===== src/rtl/pif_ram_pkg.sv =====
// Shared definitions for the PIF RAM port-A arbiter: widths, requester ids, FSM encoding.
package pif_ram_pkg;

    localparam int PIF_ADDR_W = 11;
    localparam int PIF_DATA_W = 8;

    localparam logic REQ_CPU = 1'b0;
    localparam logic REQ_SI  = 1'b1;

    typedef enum logic [1:0] {
        IDLE    = 2'd0,
        ISSUE   = 2'd1,
        RD_WAIT = 2'd2,
        ACK     = 2'd3
    } pif_state_e;

endpackage


===== src/rtl/pif_ram_port_a_arbiter_if.sv =====
// Byte-wide RAM port-A bus; master is the arbiter, slave is the RAM.
interface pif_ram_port_a_arbiter_if
    import pif_ram_pkg::*;
#(
    parameter int ADDR_W = PIF_ADDR_W,
    parameter int DATA_W = PIF_DATA_W
) ();

    logic [ADDR_W-1:0] ram_address_a;
    logic              ram_wren_a;
    logic [DATA_W-1:0] ram_data_a;
    logic              ram_oe;
    logic [DATA_W-1:0] ram_q_a;
    logic              ram_valid;

    // Strobes (wren/oe) are single-cycle; valid answers oe one cycle later with q_a.
    modport master (
        output ram_address_a, ram_wren_a, ram_data_a, ram_oe,
        input  ram_q_a, ram_valid
    );

    modport slave (
        input  ram_address_a, ram_wren_a, ram_data_a, ram_oe,
        output ram_q_a, ram_valid
    );

endinterface


===== src/rtl/pif_rr_pick2.sv =====
// Two-way request pick: round-robin against last_grant on conflict, or fixed priority to req 0.
module pif_rr_pick2
    import pif_ram_pkg::*;
#(
    parameter int ROUND_ROBIN = 1
) (
    input  logic req0,
    input  logic req1,
    input  logic last_grant,
    output logic grant_valid,
    output logic grant
);

    always_comb begin
        grant_valid = req0 | req1;
        grant       = REQ_CPU;
        if (req0 && req1) begin
            grant = (ROUND_ROBIN != 0) ? ~last_grant : REQ_CPU;
        end else if (req1) begin
            grant = REQ_SI;
        end
    end

endmodule


===== src/rtl/pif_ram_port_a_arbiter.sv =====
// Serialises boot-CPU and SI accesses onto PIF RAM port A, sequencing strobes, read capture and timeout.
module pif_ram_port_a_arbiter
    import pif_ram_pkg::*;
#(
    parameter int ADDR_W      = PIF_ADDR_W,
    parameter int DATA_W      = PIF_DATA_W,
    parameter int ROUND_ROBIN = 1,
    parameter int TIMEOUT     = 4
) (
    input  logic              clk,
    input  logic              reset,
    input  logic              req0,
    input  logic              req1,
    input  logic              we0,
    input  logic              we1,
    input  logic [ADDR_W-1:0] addr0,
    input  logic [ADDR_W-1:0] addr1,
    input  logic [DATA_W-1:0] wdata0,
    input  logic [DATA_W-1:0] wdata1,
    output logic              ack0,
    output logic              ack1,
    output logic              err0,
    output logic              err1,
    output logic [DATA_W-1:0] rdata,
    output pif_state_e        state_dbg,
    pif_ram_port_a_arbiter_if.master ram
);

    localparam int               CNT_W    = $clog2(TIMEOUT + 1);
    localparam logic [CNT_W-1:0] TMO_LAST = CNT_W'(TIMEOUT - 1);

    pif_state_e       state, state_n;
    logic             owner;
    logic             we_q;
    logic             err_q;
    logic             last_grant;
    logic [CNT_W-1:0] cnt;

    logic grant_valid;
    logic grant;
    logic load;
    logic capture;
    logic timeout;
    logic cnt_inc;

    logic              we_sel;
    logic [ADDR_W-1:0] addr_sel;
    logic [DATA_W-1:0] wdata_sel;

    pif_rr_pick2 #(
        .ROUND_ROBIN (ROUND_ROBIN)
    ) u_pick (
        .req0        (req0),
        .req1        (req1),
        .last_grant  (last_grant),
        .grant_valid (grant_valid),
        .grant       (grant)
    );

    assign we_sel    = (grant == REQ_SI) ? we1    : we0;
    assign addr_sel  = (grant == REQ_SI) ? addr1  : addr0;
    assign wdata_sel = (grant == REQ_SI) ? wdata1 : wdata0;

    always_comb begin
        state_n = state;
        load    = 1'b0;
        capture = 1'b0;
        timeout = 1'b0;
        cnt_inc = 1'b0;
        case (state)
            IDLE: begin
                if (grant_valid) begin
                    load    = 1'b1;
                    state_n = ISSUE;
                end
            end
            ISSUE: begin
                state_n = we_q ? ACK : RD_WAIT;
            end
            RD_WAIT: begin
                if (ram.ram_valid) begin
                    capture = 1'b1;
                    state_n = ACK;
                end else if (cnt == TMO_LAST) begin
                    timeout = 1'b1;
                    state_n = ACK;
                end else begin
                    cnt_inc = 1'b1;
                end
            end
            ACK: begin
                state_n = IDLE;
            end
            default: begin
                state_n = IDLE;
            end
        endcase
    end

    always_ff @(posedge clk) begin
        if (reset) begin
            state             <= IDLE;
            owner             <= REQ_CPU;
            we_q              <= 1'b0;
            err_q             <= 1'b0;
            last_grant        <= REQ_SI;
            cnt               <= '0;
            rdata             <= '0;
            ram.ram_address_a <= '0;
            ram.ram_data_a    <= '0;
            ram.ram_wren_a    <= 1'b0;
            ram.ram_oe        <= 1'b0;
        end else begin
            state          <= state_n;
            // Strobes default low so they only last the ISSUE cycle.
            ram.ram_wren_a <= 1'b0;
            ram.ram_oe     <= 1'b0;
            if (load) begin
                owner             <= grant;
                we_q              <= we_sel;
                last_grant        <= grant;
                ram.ram_address_a <= addr_sel;
                ram.ram_data_a    <= wdata_sel;
                ram.ram_wren_a    <= we_sel;
                ram.ram_oe        <= ~we_sel;
            end
            if (state == ISSUE) begin
                cnt <= '0;
            end else if (cnt_inc) begin
                cnt <= cnt + 1'b1;
            end
            if (capture) begin
                rdata <= ram.ram_q_a;
            end
            if (timeout) begin
                rdata <= '0;
                err_q <= 1'b1;
            end
            if (state == ACK) begin
                err_q <= 1'b0;
            end
        end
    end

    assign ack0      = (state == ACK) && (owner == REQ_CPU);
    assign ack1      = (state == ACK) && (owner == REQ_SI);
    assign err0      = ack0 && err_q;
    assign err1      = ack1 && err_q;
    assign state_dbg = state;

endmodule


===== src/flat_wrapper.sv =====
// flat-port wrapper written by rule: the top's interface ports become plain ports
module pif_ram_port_a_arbiter_flat import pif_ram_pkg::*;
#(
    parameter int ADDR_W      = PIF_ADDR_W,
    parameter int DATA_W      = PIF_DATA_W,
    parameter int ROUND_ROBIN = 1,
    parameter int TIMEOUT     = 4
)
  (clk, reset, req0, req1, we0, we1, addr0, addr1, wdata0, wdata1, ack0, ack1, err0, err1, rdata, state_dbg, ram_ram_address_a, ram_ram_wren_a, ram_ram_data_a, ram_ram_oe, ram_ram_q_a, ram_ram_valid);
  pif_ram_port_a_arbiter_if #(.ADDR_W(ADDR_W), .DATA_W(DATA_W)) ram_i ();
  input  logic clk;
  input  logic reset;
  input  logic req0;
  input  logic req1;
  input  logic we0;
  input  logic we1;
  input  logic [ADDR_W-1:0] addr0;
  input  logic [ADDR_W-1:0] addr1;
  input  logic [DATA_W-1:0] wdata0;
  input  logic [DATA_W-1:0] wdata1;
  output logic ack0;
  output logic ack1;
  output logic err0;
  output logic err1;
  output logic [DATA_W-1:0] rdata;
  output pif_state_e state_dbg;
  output wire logic [$bits(ram_i.ram_address_a)-1:0] ram_ram_address_a;
  output wire logic [$bits(ram_i.ram_wren_a)-1:0] ram_ram_wren_a;
  output wire logic [$bits(ram_i.ram_data_a)-1:0] ram_ram_data_a;
  output wire logic [$bits(ram_i.ram_oe)-1:0] ram_ram_oe;
  input wire logic [$bits(ram_i.ram_q_a)-1:0] ram_ram_q_a;
  input wire logic [$bits(ram_i.ram_valid)-1:0] ram_ram_valid;
  assign ram_ram_address_a = ram_i.ram_address_a;
  assign ram_ram_wren_a = ram_i.ram_wren_a;
  assign ram_ram_data_a = ram_i.ram_data_a;
  assign ram_ram_oe = ram_i.ram_oe;
  assign ram_i.ram_q_a = ram_ram_q_a;
  assign ram_i.ram_valid = ram_ram_valid;
  pif_ram_port_a_arbiter #(.ADDR_W(ADDR_W), .DATA_W(DATA_W), .ROUND_ROBIN(ROUND_ROBIN), .TIMEOUT(TIMEOUT)) u_core (.clk(clk), .reset(reset), .req0(req0), .req1(req1), .we0(we0), .we1(we1), .addr0(addr0), .addr1(addr1), .wdata0(wdata0), .wdata1(wdata1), .ack0(ack0), .ack1(ack1), .err0(err0), .err1(err1), .rdata(rdata), .state_dbg(state_dbg), .ram(ram_i));
endmodule

===== config.mk =====
export PLATFORM = sky130hd
export DESIGN_NAME = pif_ram_port_a_arbiter_flat
export DESIGN_NICKNAME = d
export VERILOG_FILES = /design/src/rtl/pif_ram_pkg.sv /design/src/rtl/pif_ram_port_a_arbiter_if.sv /design/src/rtl/pif_rr_pick2.sv /design/src/rtl/pif_ram_port_a_arbiter.sv /design/src/flat_wrapper.sv
export SDC_FILE = /design/constraint.sdc
export NUM_CORES = 1
export LEC_CHECK = 0
export ABC_AREA = 0
export BUFFER_PORTS_ARGS = -buffer_cell sky130_fd_sc_hd__buf_2
export CAP_MARGIN = 30
export CORE_MARGIN = 5
export CORE_UTILIZATION = 48
export DETAILED_ROUTE_END_ITERATION = 10
export GPL_TIMING_DRIVEN = 0
export HOLD_SLACK_MARGIN = 0.12
export PLACE_DENSITY = 0.84
export REMOVE_ABC_BUFFERS = 1
export SLEW_MARGIN = 20
export SYNTH_ARGS = -nofsm -noshare
export SYNTH_HDL_FRONTEND = slang
export SYNTH_HIERARCHICAL = 1
export SYNTH_SLANG_ARGS = --single-unit

===== constraint.sdc =====
create_clock -name clk -period 3.8 [get_ports clk]
set_input_delay 0.19 -clock clk [delete_from_list [all_inputs] [get_ports clk]]
set_output_delay 0.19 -clock clk [all_outputs]
set_load 0.02 [all_outputs]

==> Yosys cells after proc, flatten, opt, wreduce, memory -nomap -nowiden <==
Cells that the tools add are included.
{ "word_totals": {"register_bits": 38, "latchBits": 0, "mem_bits_rw": 0, "romBits": 0, "in_bits": 53, "out_inout_bits": 35, "word_cells": 54, "memories": 0} }
{ "classes": {"add_sub_neg": 1, "mul": 0, "div_mod_pow": 0, "n_lt_le_gt_ge": 0, "eq_ne": 6, "shift": 0, "n_mux": 20, "bitwise_logic": 5, "reduce_logical": 11} }
{ "ops": {"columns": ["operator", "count"], "rows": [
  ["$mux W1", 14],
  ["$mux W11", 1],
  ["$mux W8", 1],
  ["$pmux W2 S4", 1],
  ["$reduce_or A2 Y1", 4],
  ["$mux W2", 3],
  ["$logic_and A1 B1 Y1", 5],
  ["$eq A2 B2 Y1 const B", 2],
  ["$not A1 Y1", 4],
  ["$add A3 B1 Y3 const B", 1],
  ["$eq A3 B2 Y1 const B", 1],
  ["$ne A3 B2 Y1 const B", 1],
  ["$eq A2 B1 Y1 const B", 1],
  ["$logic_not A2 Y1", 1],
  ["$ne A2 B1 Y1 const B", 1],
  ["$reduce_and A2 Y1", 1],
  ["$or A1 B1 Y1", 1]
]} }

==> Longest topological paths before layout <==
Gate-level depths: netlist of run 1.
{ "depth": {"word_depth": 5, "mapped_depth": 7, "depth_no_buf": 5} }

==> Hierarchy <==
The synthesis of run 1 kept the hierarchy.
{ "by_module_without_submodules": {"columns": ["module", "n_inst", "cells_per_inst", "area_each_um2", "seq_area_each_um2"], "rows": [
  ["pif_ram_port_a_arbiter", 1, 172, 1661.6, 760.7],
  ["pif_rr_pick2", 1, 2, 13.8, 0.0]
]} }

==> Least setup slack after synthesis of run 1 <==
Ideal clock, no wire load.
{ "synth_path": {"kind": "register to register", "startpoint": "register u_core.state[0] (netlist: u_core/state_dbg[0])", "endpoint": "register u_core.state[0] (netlist: u_core/state_dbg[0])", "setup_ns": 0.095, "arrival_time_ns": 1.485, "required_time_ns": 3.705, "slack_ns": 2.220, "path_stages_with_launch": 6, "n_path_buf": 0, "synth_period_minus_slack_ns": 1.580, "cell_sequence": "dfxtp_1 -> inv_1 -> ha_1 -> nor3b_4 -> a211o_1 -> a221oi_1"} }
{ "synth_between": {"elab_chain_len": 3, "elab_cells_between_ends": 8, "classes_between": "5 x eq/ne; 1 x mux; 2 x reduce/logical"} }
{ "synth_rtl": {"columns": ["element", "line_no", "source"], "rows": [
  ["start, declared", "pif_ram_port_a_arbiter.sv:32", "pif_state_e state, state_n;"],
  ["start signal, assigned", "pif_ram_port_a_arbiter.sv:114", "state <= state_n;"],
  ["$eq A2 B2 Y1 / $logic_not A2 Y1 (equally long branches)", "pif_ram_port_a_arbiter.sv:70", "case (state)"],
  ["$ne A3 B2 Y1 (no source line) / $ne A2 B1 Y1 (equally long branches)", null, null],
  ["$reduce_and A2 Y1 (no source line)", null, null]
]} }
Parallel ways exist; a longest one is shown, timed or not.
A chain may end at the register's enable or synchronous reset.

==> Worst setup path after layout of run 1 <==
{ "layout_path": {"startpoint": "register u_core.state[0] (netlist: u_core/state_dbg[0])", "endpoint": "register u_core.ram.ram_data_a[5]"} }
{ "layout_between": {"elab_chain_len": 2} }
{ "layout_rtl": {"columns": ["element", "line_no", "source"], "rows": [
  ["$logic_not A2 Y1", "pif_ram_port_a_arbiter.sv:70", null],
  ["$mux W1", "pif_ram_port_a_arbiter.sv:70", null],
  ["end signal, assigned", "pif_ram_port_a_arbiter.sv:123", "ram.ram_data_a <= wdata_sel;"],
  ["end, declared", "pif_ram_port_a_arbiter_if.sv:18", "output ram_address_a, ram_wren_a, ram_data_a, ram_oe,"]
]} }
No other way between the ends.

==> results of run 1 <==
-- critical path: stages, from the launching register on --
cell and delay [ps]:
dfxtp_1 360, inv_1 150, ha_1 230, and2_2 610
nor2_1 120, a211oi_1 250
-- state kept, by name, summed over array words and instances, names as in the netlist --
| name | cells |
|---|---|
| u_core/state_dbg | 2 |
| u_core/err_q | 1 |
| u_core/cnt | 3 |
| u_core/ram.ram_address_a | 11 |
| u_core/last_grant | 1 |
| u_core/we_q | 1 |
| u_core/ram.ram_data_a | 8 |
| u_core/ram.ram_wren_a | 1 |
| u_core/ram.ram_oe | 1 |
| u_core/rdata | 8 |
| u_core/owner | 1 |
-- cells in the final DEF, fill, tap and decap left out --
cell type and n:
a211o_1 1, nand2b_1 2, nor3b_1 1, nor2_1 31, bufinv_16 1, xnor2_1 1
a31oi_1 1, buf_2 87, a221oi_1 1, ha_1 7, a21boi_4 1, dlygate4sd3_1 8
buf_16 1, a21oi_1 3, and3_1 1, clkbuf_4 5, nor3_1 4, a211oi_1 21
mux2i_1 22, nand2_1 5, dfxtp_1 38, and2_1 2, or2_1 1, a22oi_1 8
nor2b_1 1, o21ai_1 1, clkinv_2 2, and2_2 1, a2111oi_2 1, inv_1 5
nor3b_4 1
-- routing by layer --
metal	part of all wire (%)	wire length (um)	track usage (%)
met2	46	1770	27.0
met3	12	447	9.16
met5	0	0	0
met4	0.74	28	4.56
met1	41	1560	17.8
-- area by class of cell --
class	instances	area [sq um]	share of cell area [%]
clock buffer	5	37.5	1.63
clock inverter	3	40.0	1.74
inverter	5	18.8	0.815
multi-input combinational	118	845	36.7
sequential	38	761	33.0
tap	46	57.6	2.50
timing repair buffer	96	543	23.6
-- report_power, final --
part | leakage, nW | total (mW) | switching (mW) | internal (mW)
clock | 0.0450 | 0.264 | 0.128 | 0.136
sequential | 0.313 | 0.565 | 0.0600 | 0.505
combinational | 0.758 | 0.647 | 0.399 | 0.248
total | 1.12 | 1.48 | 0.587 | 0.889
-- worst max path at each step --
stage / depth (start not counted) / startpoint / slack (ps) / end
after floorplan: 3 / u_core/last_grant / 1440 / u_core/we_q
after global placement: 3 / u_core/last_grant / 1070 / u_core/ram.ram_oe
after CTS: 5 / u_core/state_dbg[0] / 1970 / u_core/ram.ram_data_a[5]
after detailed placement: 5 / u_core/state_dbg[0] / 1980 / u_core/ram.ram_data_a[5]
final: 5 / u_core/state_dbg[0] / 1990 / u_core/ram.ram_data_a[5]
after global routing: 5 / u_core/state_dbg[0] / 1770 / u_core/ram.ram_data_a[5]
-- per-stage QoR --
step	utilization [%]	worst slack [ps]	hold slack [ps]
global route	68.5	1770	159
floorplan	-	1440	259
global placement	62.6	1070	425
detailed placement	63.8	1980	437
finish	68.5	1990	180
CTS	68.5	1970	167
-- cells by family (layout without fill, tap and decap cells) --
family | Yosys count | in the layout | synth area share, %
buffers and inverters | 18 | 109 | 4.93
XOR/XNOR | 1 | 1 | 0.523
adder cells (fa/ha/maj) | 7 | 7 | 5.23
AND/OR/NAND/NOR | 50 | 50 | 13.8
AO/OA/AOI/OAI | 38 | 38 | 17.0
multiplexers | 22 | 22 | 13.1
flip-flops | 38 | 38 | 45.4
==> out/results.md, run 1 <==
| Step | Parameter | Value |
| --- | --- | --- |
| sta | Fin Setup TNS | 0 ps |
| synthesis | Yosys warning total | 6 |
| synthesis | Number of synthesized flops with an enable pin | 0 |
| clocking | Post CTS Setup Buffer Count | 0 |
| synthesis | Total of flip-flops plus latches after synthesis | 38 |
| sta | Final critical delay including setup and external delays | 1810 ps |
| cells and area | Area Overhead vs Synth | 37.4% |
| synthesis | Most used flip-flop cell after synthesis | dfxtp_1 |
| worst setup path | Required time of the critical path | 4050 ps |
| clocking | TritonCTS clock tree | yes |
| synthesis | Post-synth ARST share | 0% |
| global routing | Initial antenna violation count | 0 |
| clocking | CTS Hold Bufs | 8 |
| clocking | Clock edge transition at the registers on the reported setup and hold paths | 110 ps |
| sta | Skew final | 8.66 ps |
| worst setup path | Worst reg2reg path endpoint | u_core/ram.ram_data_a[5] |
| pwr | Overall Power | 1.48 mW |
| placed design | IO Port Bufs | 87 |
| placed design | Half-perimeter wire length after placement | 2880 um |
| sta | Final Hold Fails | 0 |
| sta | Slew at the pin with the worst max-slew slack | 677 ps |
| worst setup path | Startpoint of the worst-slack reg-to-reg timing path | u_core/state_dbg[0] |
| floorplanning | Full die area | 4770 sq um |
| synthesis | Area contributors post-synth | dfxtp_1, mux2i_1, a211oi_1 |
| floorplanning | Die span in y | 69.1 um |
| synthesis | Most common cell in the netlist | dfxtp_1 |
| worst setup path | Kind of critical path | reg2reg |
| floorplanning | Initial standard-cell utilization of the core | 49.8% |
| cells and area | Number of diodes | 0 |
| clocking | CTS root buffer | clkbuf_4 |
| floorplanning | Placeable core region | 3360 sq um |
| status | Result of the run | completed |
| pwr | Power per unit of standard cell area | 641 nW/um^2 |
| cells and area | Number of fill cells in the layout | 306 |
| pwr | P_leak | 1.12 nW |
| drt | Vias after detailed routing | 1551 |
| placed design | Cell area after placement | 2140 sq um |
| drt | Via density per instance | 4.99 |
| worst setup path | Element type at the critical path end | register |
| clocking | Inserted Clock Buffers | 5 |
| sta | Total setup violations reported at the end of the flow | 0 |
| floorplanning | Number of placed I/O pins | 88 |
| drt | Violation count after the first detailed-route iteration | 53 |
| hold path | Class of the worst hold path | in2reg |
| placed design | Routability-driven placement congestion ratio | 0.768 |
| sta | Slew Viols, Final | 0 |
| sta | Final worst path period share | 47.6% |
| synthesis | Mean instance size in the synthesized netlist | 9.63 sq um |
| clocking | Longest Clk Path Bufs | 2 |
| cells and area | Final #Nets | 324 |
| placed design | Number of placed instances with taps included | 295 |
| hold path | Instance count along the most critical hold path | 3 |
| floorplanning | Width of the die | 69.1 um |
| hold path | Start point of the worst min-delay path | we0 |
| global routing | Via count of the first global-routing pass | 1507 |
| clocking | CTS HTree Levels | 2 |
| job | Number of violations of the max-capacitance limit | 0 |
| clocking | Number of sinks on the clock net | 38 |
| drt | DRC violation count after routing | 0 |
| global routing | First-pass GRT wire length | 6450 um |
| global routing | Grt total ovfl | 0 |
| worst setup path | Reg2reg path depth | 5 |
| drt | Detail Route Antenna Nets | 0 |
| synthesis | Library cell with the largest summed area after synthesis | dfxtp_1 |
| cells and area | Ratio of cells with drive above 1 in the final layout | 37.7% |
| synthesis | Post-Syn Instances | 174 |
| cells and area | Final std cell area, no fill | 2300 sq um |
| cells and area | Number of standard cells in the layout, taps in and fillers out | 311 |
| drt | Final wirelength | 3800 um |
| synthesis | Area share of the largest cell type after synthesis | 45.4% |
| drt | Post-DR wirelength/cell | 12.2 um |
| sta | RSZ-0062 raised after global routing | false |
| pwr | Peak supply drop | 0.372 mV |
| worst setup path | Worst-case register-to-register setup slack | 1990 ps |
| synthesis | Share of the yosys chip area belonging to registers | 45.4% |
| global routing | Pin count of the biggest net entering global routing | 42 |
| worst setup path | Data arrival at the endpoint of the critical path | 2060 ps |
| sta | Worst rel slew slack | 54.8% |
| floorplanning | Number of core rows | 21 |
| clocking | Skew-Pair Late Insertion Delay | 330 ps |
| worst setup path | Peak fanout along the critical path | 41 |
| sta | Highest clock rate | 0.553 GHz |
| global routing | Global-route usage over all layers | 16.3% |
| synthesis | Number of distinct library cells after synthesis | 29 |
| worst setup path | Critical Path Start Type | register |
| synthesis | Most common library cells after synthesis | dfxtp_1, nor2_1, mux2i_1 |
| drt | First-pass iteration count of the detailed router | 4 |
| synthesis | Summed instance area of the synthesized netlist | 1680 sq um |
| clocking | Resize count post-CTS | 0 |
| hold path | Endpoint, Worst Hold | u_core/ram.ram_wren_a |
No activity file was read; power rests on OpenSTA's default activity.
==> run 2: changes to the inputs <==
--- a/config.mk
+++ b/config.mk
@@ -9,11 +9,11 @@
 export BUFFER_PORTS_ARGS = -buffer_cell sky130_fd_sc_hd__buf_2
 export CAP_MARGIN = 30
 export CORE_MARGIN = 5
-export CORE_UTILIZATION = 48
+export CORE_UTILIZATION = 40
 export DETAILED_ROUTE_END_ITERATION = 10
 export GPL_TIMING_DRIVEN = 0
 export HOLD_SLACK_MARGIN = 0.12
-export PLACE_DENSITY = 0.84
+export PLACE_DENSITY = 0.75
 export REMOVE_ABC_BUFFERS = 1
 export SLEW_MARGIN = 20
 export SYNTH_ARGS = -nofsm -noshare
==> constraint.sdc (replaced) <==
create_clock -name clk -period 1.5 [get_ports clk]
set_input_delay 0.075 -clock clk [delete_from_list [all_inputs] [get_ports clk]]
set_output_delay 0.075 -clock clk [all_outputs]
set_load 0.02 [all_outputs]
==> out/results.md, run 2 (synthesis results as in run 1) <==
| Step | Parameter | Value | vs previous |
| --- | --- | --- | --- |
| cells and area | Number of flip-flops under the largest register name | 11 | unchanged |
| pwr | Power per unit of standard cell area | 1610 nW/um^2 | +150% |
| floorplanning | Initial standard-cell utilization of the core | 41.6% | -8.2 points |
| pwr | Power Internal | 2.41 mW | +170% |
| drt | Violation count after the first detailed-route iteration | 72 | +36% |
| cells and area | Ratio of cells with drive above 1 in the final layout | 42.5% | +4.8 points |
| placed design | Half-perimeter wire length after placement | 2860 um | -0.41% |
| pwr | P_leak | 1.19 nW | +6.7% |
| floorplanning | Number of core rows | 23 | +9.5% |
| drt | Via density per instance | 4.91 | -1.6% |
| cells and area | Commonest non-fill, non-tap cells in the layout | buf_2, dfxtp_1, nor2_1 |  |
| drt | First-pass iteration count of the detailed router | 4 | unchanged |
| hold path | Instance count along the most critical hold path | 3 | unchanged |
| placed design | Worst setup slack after placement | -280 ps | -2260 ps |
| sta | Slew at the pin with the worst max-slew slack | 725 ps | +47.2 ps |
| drt | Detail Route Antenna Nets | 0 | unchanged |
| cells and area | Area Overhead vs Synth | 50.0% |  |
| cells and area | Largest regs | u_core/ram.ram_address_a (11), u_core/ram.ram_data_a (8), u_core/rdata (8) |  |
| sta | Final worst path period share | 101% | +54 points |
| drt | DRC violation count after routing | 0 | unchanged |
| clocking | Inserted Clock Buffers | 5 | unchanged |
| sta | Worst rel slew slack | 51.7% | -3.1 points |
| worst setup path | Required time of the critical path | 1640 ps | -2410 ps |
| global routing | Via count of the first global-routing pass | 1562 | +3.6% |
| pwr | Combinational group share of total power | 46.1% | +2.3 points |
| cells and area | Largest register by flop count | u_core/ram.ram_address_a |  |
| floorplanning | Placeable core region | 4030 sq um | +20% |
| floorplanning | Number of placed I/O pins | 88 | unchanged |
| status | Result of the run | finished with violations |  |
| worst setup path | Peak fanout along the critical path | 6 | -85% |
| drt | Vias after detailed routing | 1619 | +4.4% |
| clocking | Number of sinks on the clock net | 38 | unchanged |
| worst setup path | Kind of critical path | reg2reg |  |
| worst setup path | Worst reg2reg path endpoint | u_core/cnt[1] |  |
| worst setup path | Reg2reg path depth | 6 | +1 |
| pwr | Register share of total power | 36.1% | -2.2 points |
| worst setup path | Launching element of the worst setup path | u_core/cnt[0] |  |
| clocking | Longest Clk Path Bufs | 2 | unchanged |
| sta | Final critical delay including setup and external delays | 1520 ps | -286 ps |
| cells and area | Number of diodes | 0 | unchanged |
| global routing | Pin count of the biggest net entering global routing | 40 | -4.8% |
| clocking | CTS root buffer | clkbuf_8 |  |
| sta | Skew final | 8.02 ps | -0.635 ps |
| worst setup path | Element type at the critical path end | register |  |
| clocking | Skew-Pair Late Insertion Delay | 290 ps | -40 ps |
| global routing | First-pass GRT wire length | 6920 um | +7.3% |
| pwr | Switching Fraction | 40.4% | +0.61 points |
| drt | Post-DR wirelength/cell | 13.5 um | +11% |
| cells and area | Final #Nets | 339 | +4.6% |
| worst setup path | Data arrival at the endpoint of the critical path | 1660 ps | -400 ps |
| placed design | IO Port Bufs | 87 | unchanged |
| floorplanning | Full die area | 5580 sq um | +17% |
| sta | Slew Viols, Final | 0 | unchanged |
| clocking | TritonCTS clock tree | yes |  |
| placed design | Routability-driven placement congestion ratio | 0.673 | -12% |
| floorplanning | Width of the die | 74.7 um | +8.2% |
| sta | Final Hold Fails | 0 | unchanged |
| pwr | Clock power share | 17.8% | about the same |
| pwr | Overall Power | 4.04 mW | +170% |
| pwr | Net switching power of the design | 1.63 mW | +180% |
| worst setup path | Critical Path Start Type | register |  |
| global routing | Global-route usage over all layers | 16.1% | -0.16 points |
| pwr | Peak supply drop | 0.707 mV | +90% |
| floorplanning | Die span in y | 74.7 um | +8.2% |
| sta | Highest clock rate | 0.657 GHz | +19% |
| sta | Total setup violations reported at the end of the flow | 1 | +1 |
| worst setup path | Startpoint of the worst-slack reg-to-reg timing path | u_core/cnt[0] |  |
| drt | Final wirelength | 4470 um | +18% |
| sta | RSZ-0062 raised after global routing | true |  |
| global routing | Initial antenna violation count | 0 | unchanged |
| worst setup path | Worst setup path endpoint | u_core/cnt[1] |  |
| global routing | Grt total ovfl | 0 | unchanged |
| hold path | Class of the worst hold path | in2reg |  |
| worst setup path | Worst-case register-to-register setup slack | -20 ps | -2010 ps |
| clocking | CTS HTree Levels | 2 | unchanged |
| job | Number of violations of the max-capacitance limit | 0 | unchanged |
| sta | Smallest setup slack after layout | -22.3 ps | -2010 ps |
| status | Violated checks | negative setup slack |  |
| clocking | Clock edge transition at the registers on the reported setup and hold paths | 80 ps | -30 ps |
| cells and area | Most common cell after layout, fill and taps aside | buf_2 |  |
-- run 2: final cells by class --
cell class	count	area [sq um]
tap	50	62.6
sequential	38	766
timing repair buffer	109	658
inverter	5	18.8
clock inverter	2	12.5
multi-input combinational	120	913
fill	356	1520
clock buffer	6	82.6
-- run 2: metrics by stage --
| step | TNS (ps) | hold WS (ps) | util, % | cells | area [sq um] |
|---|---|---|---|---|---|
| 4_1_cts | 0 | 120 | 60.9 | 326 | 2450 |
| 5_1_grt | -255 | 124 | 62.4 | 330 | 2510 |
| 3_5_place_dp | -5430 | 321 | 53.4 | 299 | 2150 |
| 3_3_place_gp | -30230 | 312 | 52.4 | 298 | 2110 |
| 6_report | -22.3 | 124 | 62.4 | 330 | 2510 |
| 2_1_floorplan | -18550 | 144 | - | 161 | 1610 |
-- run 2: metal layers --
| layer | vias to the layer above | routed length [um] | GRT usage [%] |
|---|---|---|---|
| met2 | 70 | 2230 | 28.2 |
| li1 | 827 | - | - |
| met5 | - | 0 | 0 |
| met3 | 8 | 422 | 6.01 |
| met1 | 714 | 1740 | 17.8 |
| met4 | 0 | 72 | 6.13 |
-- run 2: worst min path at each step --
stage                   startpoint                       end  slack (ps)
detailed placement  ram_ram_q_a[2]           u_core/rdata[2]         320
finish                   wdata1[4]  u_core/ram.ram_data_a[4]         120
global route             wdata0[6]  u_core/ram.ram_data_a[6]         120
CTS                      wdata0[6]  u_core/ram.ram_data_a[6]         120
floorplan                    reset             u_core/cnt[2]         140
global placement    ram_ram_q_a[4]           u_core/rdata[4]         310
-- run 2: power by group through the flow --
stage               Sequential, mW  Clock (mW)  Combinational (mW)
floorplan                     1.73           0               0.832
CTS                           1.45       0.748                1.79
finish                        1.46       0.721                1.86
global route                  1.49       0.792                2.06
global placement              1.45           0                1.59
detailed placement            1.46           0                1.62
-- run 2: timing repair --
action | in CTS | in global routing
resized for setup | 11 | 6
setup endpoints to repair | 34 | 16
hold endpoints to repair | 14 | 0
hold buffers | 15 | 0
pin swaps | 5 | 2
setup buffers | 2 | 4
gates cloned | 2 | 0
-- run 2: worst max-delay path, stage by stage, from the launching register on --
cell and delay, ps:
dfxtp_2 340, ha_4 160, ha_4 170, nor3b_4 300, buf_4 170, mux2i_1 180, nor3_1 60
